File: src/rtl/req_encoder_rr_pkg.sv
// Shared constants and helpers for the request encoder family.
// Selection-mode codes, index-width rule and multi-hot detection.
package enc_pkg;

    localparam int MODE_FIXED = 0;
    localparam int MODE_RR    = 1;

    // Width of an index into n lines, never narrower than one bit.
    function automatic int idx_w(input int n);
        return (n < 2) ? 1 : $clog2(n);
    endfunction

    // True when at least two bits are set: clearing the lowest set bit leaves something.
    function automatic logic multi_hot(input logic [63:0] v);
        return (v & (v - 64'd1)) != 64'd0;
    endfunction

endpackage

File: src/rtl/req_encoder_rr_prio_pick.sv
// Combinational circular priority picker: first set bit of req at or after start.
// The vector is doubled so the wrap-around search becomes a plain lowest-bit search.
module prio_pick
    import enc_pkg::*;
#(
    parameter  int N = 8,
    localparam int W = idx_w(N)
) (
    input  logic [N-1:0] req,
    input  logic [W-1:0] start,
    output logic [W-1:0] idx,
    output logic         found
);

    localparam int PW = idx_w(2 * N);

    logic [N-1:0]   hi_mask;
    logic [2*N-1:0] dbl;
    logic [PW-1:0]  pos;

    generate
        for (genvar gi = 0; gi < N; gi++) begin : g_mask
            assign hi_mask[gi] = (W'(gi) >= start);
        end
    endgenerate

    // Lower copy keeps only bits at/after start; upper copy supplies the wrapped ones.
    assign dbl = {req, req & hi_mask};

    always_comb begin
        pos = '0;
        for (int i = 2 * N - 1; i >= 0; i--) begin
            if (dbl[i]) begin
                pos = PW'(i);
            end
        end
    end

    assign idx   = (pos >= PW'(N)) ? W'(pos - PW'(N)) : W'(pos);
    assign found = |req;

endmodule

File: src/rtl/req_encoder_rr.sv
// Registered N-to-log2(N) request encoder with fixed-priority or round-robin pick,
// zero-hot / multi-hot flags and valid/ready handshakes on both sides.
module req_encoder_rr
    import enc_pkg::*;
#(
    parameter  int N     = 8,
    parameter  int RR_EN = MODE_FIXED,
    localparam int W     = idx_w(N)
) (
    input  logic         clk,
    input  logic         rst_n,
    input  logic         in_valid,
    output logic         in_ready,
    input  logic [N-1:0] in_req,
    output logic         out_valid,
    input  logic         out_ready,
    output logic [W-1:0] out_idx,
    output logic         out_none,
    output logic         out_multi
);

    logic         rdy_en_reg;
    logic         out_valid_reg;
    logic [W-1:0] out_idx_reg;
    logic         out_none_reg;
    logic         out_multi_reg;
    logic [W-1:0] ptr_reg;
    logic [W-1:0] ptr_next;

    logic [W-1:0] start;
    logic [W-1:0] pick_idx;
    logic         pick_found;
    logic         accept;

    // Fixed priority is the round-robin search pinned to start at line 0.
    assign start = (RR_EN == MODE_RR) ? ptr_reg : '0;

    prio_pick #(.N(N)) u_pick (
        .req   (in_req),
        .start (start),
        .idx   (pick_idx),
        .found (pick_found)
    );

    assign ptr_next = (pick_idx == W'(N - 1)) ? '0 : pick_idx + W'(1);

    // rdy_en_reg holds in_ready low for the first cycle after reset release.
    assign in_ready = rdy_en_reg && (!out_valid_reg || out_ready);
    assign accept   = in_valid && in_ready;

    always_ff @(posedge clk or negedge rst_n) begin
        if (!rst_n) begin
            rdy_en_reg    <= 1'b0;
            out_valid_reg <= 1'b0;
            out_idx_reg   <= '0;
            out_none_reg  <= 1'b0;
            out_multi_reg <= 1'b0;
            ptr_reg       <= '0;
        end else begin
            rdy_en_reg <= 1'b1;
            if (accept) begin
                out_valid_reg <= 1'b1;
                out_idx_reg   <= pick_found ? pick_idx : '0;
                out_none_reg  <= !pick_found;
                out_multi_reg <= multi_hot(64'(in_req));
                if ((RR_EN == MODE_RR) && pick_found) begin
                    ptr_reg <= ptr_next;
                end
            end else if (out_ready) begin
                out_valid_reg <= 1'b0;
            end
        end
    end

    assign out_valid = out_valid_reg;
    assign out_idx   = out_idx_reg;
    assign out_none  = out_none_reg;
    assign out_multi = out_multi_reg;

endmodule

File: config.mk
export PLATFORM = sky130hd
export DESIGN_NAME = req_encoder_rr
export DESIGN_NICKNAME = d
export VERILOG_FILES = /design/src/rtl/req_encoder_rr_pkg.sv /design/src/rtl/req_encoder_rr_prio_pick.sv /design/src/rtl/req_encoder_rr.sv
export SDC_FILE = /design/constraint.sdc
export NUM_CORES = 1
export LEC_CHECK = 0
export ABC_AREA = 0
export ABC_CLOCK_PERIOD_IN_PS = 1200
export BUFFER_PORTS_ARGS = -buffer_cell sky130_fd_sc_hd__buf_2
export CAP_MARGIN = 10
export CORE_MARGIN = 2
export CORE_UTILIZATION = 43
export DETAILED_ROUTE_END_ITERATION = 10
export PLACE_DENSITY_LB_ADDON = 0.15
export SYNTH_ARGS = -nofsm -noshare
export SYNTH_HDL_FRONTEND = slang
export SYNTH_HIERARCHICAL = 1
export SYNTH_SLANG_ARGS = --single-unit
export TNS_END_PERCENT = 100
File: constraint.sdc
create_clock -name clk -period 1.2 [get_ports clk]
set_input_delay 0 -clock clk [delete_from_list [all_inputs] [get_ports clk]]
set_output_delay 0 -clock clk [all_outputs]
set_load 0.05 [all_outputs]
## Yosys cells after proc, flatten, opt, wreduce, memory -nomap -nowiden

Index checks and enable logic that the tools add are counted.

- Register bits: 7
- Bits of input ports: 12
- Output and inout port bits: 7
- Logic and storage cells: 29

- Add/sub/neg operators: 2
- Magnitude comparators: 1
- Muxes and demuxes: 12
- Bitwise gates (word level): 1
- Reductions and logical operators: 8

Operator list:

| cell | number |
|---|---|
| $and 8x64->64 | 1 |
| $reduce_bool 64->1 | 1 |
| $mux 3 | 10 |
| $sub 8x1->9 const B | 1 |
| $reduce_or 8->1 | 1 |
| $ge 3x4->1 const B | 1 |
| $sub 3x1->3 const B | 1 |
| $logic_and 1x1->1 | 2 |
| $logic_not 1->1 | 2 |
| $mux 1 | 2 |
| $reduce_bool 2->1 | 1 |
| $logic_or 1x1->1 | 1 |

## Depth between registers and ports, before layout

- Depth after elaboration: 11
- Depth in mapped cells: 7
- Depth with buffers taken out: 6

## By module

The synthesis kept the hierarchy.

By module, submodules not included:

| module | instances | cells each | area each (um^2) | sequential area each (um^2) |
|---|---|---|---|---|
| req_encoder_rr | 1 | 36 | 336.6 | 175.2 |
| prio_pick | 1 | 38 | 234.0 | 0.0 |

## Least setup slack after synthesis

Ideal clock, no wire load.

- Path type: register -> register
- Start: register out_valid_reg, in the netlist out_valid
- End: register out_multi_reg, in the netlist out_multi
- Library setup time: 126 ps
- Data arrival time: 1365 ps
- Required time: 1074 ps
- Setup slack: -291 ps
- Stages on the path, launching flop included: 5
- Path buffers: 1
- Period minus slack after synthesis: 1491 ps
- Cells stage by stage: dfrtp_1 > nand2b_1 > nand3_1 > clkbuf_1 > a221o_1

- Longest elaborated chain between the ends: 4

RTL lines:

| element | RTL line | text |
|---|---|---|
| from (decl) | req_encoder_rr.sv:23 | `logic out_valid_reg;` |
| from (signal assigned) | req_encoder_rr.sv:54 | `out_valid_reg <= 1'b0;` |
| from (signal assigned) | req_encoder_rr.sv:62 | `out_valid_reg <= 1'b1;` |
| from (signal assigned) | req_encoder_rr.sv:70 | `out_valid_reg <= 1'b0;` |
| $logic_not 1->1 | req_encoder_rr.sv:48 | `assign in_ready = rdy_en_reg && (!out_valid_reg \|\| out_ready);` |
| $logic_or 1x1->1 | req_encoder_rr.sv:48 |  |
| $logic_and 1x1->1 | req_encoder_rr.sv:48 |  |
| $logic_and 1x1->1 | req_encoder_rr.sv:49 | `assign accept = in_valid && in_ready;` |
| to (signal assigned) | req_encoder_rr.sv:65 | `out_multi_reg <= multi_hot(64'(in_req));` |
| to (decl) | req_encoder_rr.sv:26 | `logic out_multi_reg;` |

No other way between the ends.
A chain may end at the register's enable or synchronous reset.

## Worst setup path in the final report

- Start: input port in_req[0]
- End: register out_multi_reg, in the netlist out_multi

- Longest elaborated chain between the ends: 3

RTL lines:

| element | RTL line | text |
|---|---|---|
| from (decl) | req_encoder_rr.sv:14 | `input logic [N-1:0] in_req,` |
| $sub 8x1->9 | req_encoder_rr_pkg.sv:15 | `return (v & (v - 64'd1)) != 64'd0;` |
| $and 8x64->64 * | req_encoder_rr_pkg.sv:15 |  |
| $reduce_bool 64->1 * | req_encoder_rr_pkg.sv:15 |  |

Every way passes the cells marked *; elsewhere a longest branch is shown, timed or not.

==> flow_summary.json <==
{
  "status": "finished clean",
  "drt_iter0_drc": 8,
  "period_share_pct": 95.0,
  "fillers": 116,
  "first_global_vias": 575,
  "whs_path_depth": 3,
  "die_x_um": 40.4,
  "drc": 0,
  "synth_area_um2": 571,
  "r2r_start": "out_valid",
  "numCtsBuffers": 3,
  "die_area_um2": 1630,
  "crit_arrival_ns": 1.27,
  "rsz0062_at_grt": "no",
  "synthCells": 74,
  "drive_gt1_share_pct": 29.7,
  "n_antenna_cell": 0,
  "antenna_found_initial": 0,
  "synthMuxAreaShare_pct": 0,
  "holdWs_ns": 0.0702,
  "crit_type": "input pin to flop",
  "r2r_end": "out_multi",
  "ys_ff_latch": 7,
  "rrSetupSlack_ns": 0.12,
  "grt_pass1_wl_mm": 2.15,
  "fin_nets": 131,
  "cts_buffer_depth": 2,
  "syn_to_final_growth_pct": 47.1,
  "cp_max_fo": 3,
  "finalWorstSetupSlack_ns": 0.0603,
  "ys_types": 34,
  "synth.avg_cell_area_um2": 7.71,
  "cts-root-buf": "clkbuf_4",
  "synthSimpleGateAreaFrac_pct": 32.0,
  "portBuffers": 18,
  "clkLatencyLatePin_ns": 0.25,
  "fmax_mhz": 877,
  "p_per_area_nw_per_um2": 985,
  "hold_class": "input pin to flop",
  "clk_pin_slew_ns": 0.05,
  "synth_compound_area_share_pct": 30.7,
  "dpl-instance-area_um2": 801,
  "post-place-ws_ns": -0.204,
  "gr-usage-all-layers_pct": 20.0,
  "ys_seq_area_share_pct": 30.7,
  "core-area_um2": 1270,
  "ys_warn_count": 6,
  "cp-end-kind": "flop",
  "power.leakage_nw": 0.402,
  "vdd_drop_max_uv": 404,
  "critPathRequiredTime_ns": 1.33,
  "min_period_ns": 1.14,
  "viasPerCell": 5.08,
  "totalPowerFinal_mw": 0.827,
  "synth_xor_area_share_pct": 0,
  "maxSlewViolCount": 0,
  "synthAdderAreaFrac_pct": 1.75,
  "finalSetupViolCount": 0,
  "std_cell_rows": 13,
  "die-height_um": 40.4,
  "ios": 19,
  "post-cts-setup-buffers": 0,
  "min_to": "out_valid",
  "dp_hpwl_mm": 1.10,
  "wl_per_cell_um": 9.85,
  "cts.sinks": 7,
  "grt_max_degree": 11,
  "maxCapViolCount": 0,
  "firstDrtPassIters": 4,
  "htreeDepth": 1,
  "hold_viol": 0,
  "fin_area_um2": 840,
  "vias": 676,
  "postRouteAntennaNets": 0,
  "cts_tree": "done",
  "cp-start-kind": "input pin",
  "finalWirelength_mm": 1.31,
  "reg2regPathDepth": 3,
  "initial_core_util_pct": 45.0,
  "synth_top_family_by_area": "simple AND/OR/NAND/NOR gates",
  "gp_congestion": 0.836,
  "finClkSkew_ns": 0.00556,
  "min-delay-start": "out_ready",
  "largest_reg_flops": 3,
  "grt_overflow": 0
}
-- cells in the mapped netlist --
cell | count | area (µm²)
nor4b_1 | 1 | 8.76
o221ai_1 | 1 | 8.76
nand2_1 | 9 | 33.8
o21ai_0 | 7 | 35.0
a221o_1 | 1 | 10.0
a211oi_2 | 1 | 12.5
buf_2 | 1 | 5.00
a21boi_0 | 1 | 7.51
a21oi_1 | 4 | 20.0
o31ai_1 | 2 | 15.0
o22ai_1 | 1 | 6.26
inv_1 | 3 | 11.3
a221oi_1 | 1 | 8.76
o21bai_1 | 1 | 7.51
a211o_1 | 1 | 8.76
clkbuf_1 | 1 | 3.75
a31oi_1 | 3 | 18.8
or4_1 | 1 | 7.51
nor2_1 | 3 | 11.3
nand3b_1 | 1 | 7.51
or4_4 | 1 | 11.3
nor3b_1 | 2 | 15.0
nand3_1 | 2 | 10.0
nor2b_1 | 2 | 12.5
nor3_1 | 3 | 15.0
dfrtp_1 | 7 | 175
conb_1 | 2 | 7.51
a211oi_1 | 1 | 7.51
a31o_1 | 1 | 8.76
maj3_1 | 1 | 10.0
nand2b_1 | 4 | 25.0
nor4_1 | 1 | 6.26
and2_1 | 1 | 6.26
or3_1 | 2 | 12.5
-- per-layer routing --
metal	global-route usage, %	wire length [µm]	part of all wire, %	vias up
li1	-	-	-	354
met1	20.7	571	44	303
met2	34.5	645	49	15
met3	2.78	61	4.7	4
met4	17.5	31	2.4	0
met5	0	0	0	-
-- worst max path at each step --
stage                         start        end  slack (ns)
after global placement    in_req[0]  out_multi       -0.18
after CTS                 out_valid   in_ready        0.04
after detailed placement  in_req[0]  out_multi       -0.20
after floorplan           out_valid  out_multi       -0.12
after global routing      out_valid  out_multi        0.01
final                     in_req[0]  out_multi        0.06
-- cell type report --
cell class	instances	area (µm²)	area share, %
tap	15	18.8	2.24
clock buffer	4	26.3	3.13
multi-input combinational	75	429	51.1
timing repair buffer	29	178	21.2
sequential	7	176	21.0
inverter	3	11.3	1.34
-- cells in the final DEF, fill, tap and decap left out, drive strengths merged --
cell / netlist / layout
buf: 1 / 27
nor4: 1 / 1
a31o: 1 / 1
nor3b: 2 / 2
a221o: 1 / 1
a221oi: 1 / 1
nor2: 3 / 3
nor4b: 1 / 1
a211o: 1 / 1
nand2b: 4 / 4
a31oi: 3 / 3
nor2b: 2 / 2
o21ai: 7 / 7
a21oi: 4 / 4
o31ai: 2 / 2
clkbuf: 1 / 5
o21bai: 1 / 1
nor3: 3 / 3
inv: 3 / 3
conb: 2 / 15
o221ai: 1 / 1
maj3: 1 / 1
dfrtp: 7 / 7
nand2: 9 / 9
a211oi: 2 / 2
o22ai: 1 / 1
nand3b: 1 / 1
dlygate4sd3: 0 / 1
or3: 2 / 2
and2: 1 / 1
nand3: 2 / 2
or4: 2 / 2
a21boi: 1 / 1
-- stage by stage --
step	utilization, %	setup TNS, ns	instances
global route	66.2	0	133
floorplan	-	-0.121	87
global placement	63.1	-0.623	128
CTS	66.0	0	133
detailed placement	63.1	-0.647	128
finish	66.2	0	133
-- worst max-delay path, cell delays in order --
cell and delay (ns):
buf_2 0.11, or4_4 0.54, a211oi_1 0.20, o21bai_1 0.11
a221o_1 0.31
-- where the power goes --
group / total (mW) / internal [mW] / switching, mW / leakage [nW]
combinational: 0.337 / 0.114 / 0.223 / 0.302
sequential: 0.281 / 0.268 / 0.0132 / 0.0849
clock: 0.209 / 0.127 / 0.0827 / 0.0150
total: 0.827 / 0.509 / 0.318 / 0.402
-- cell families after synthesis --
family | after synthesis
other | 2
AND/OR/NAND/NOR | 33
AO/OA/AOI/OAI | 26
buffers and inverters | 5
flip-flops | 7
adder cells (fa/ha/maj) | 1
-- timing repair --
| item | 4_1_cts | 5_1_grt |
|---|---|---|
| setup endpoints to repair | 0 | 1 |
| hold buffers | 1 | 0 |
| hold endpoints to repair | 7 | 0 |
| resized for setup | 0 | 1 |
Note: power is estimated with default switching activity, not from simulation.
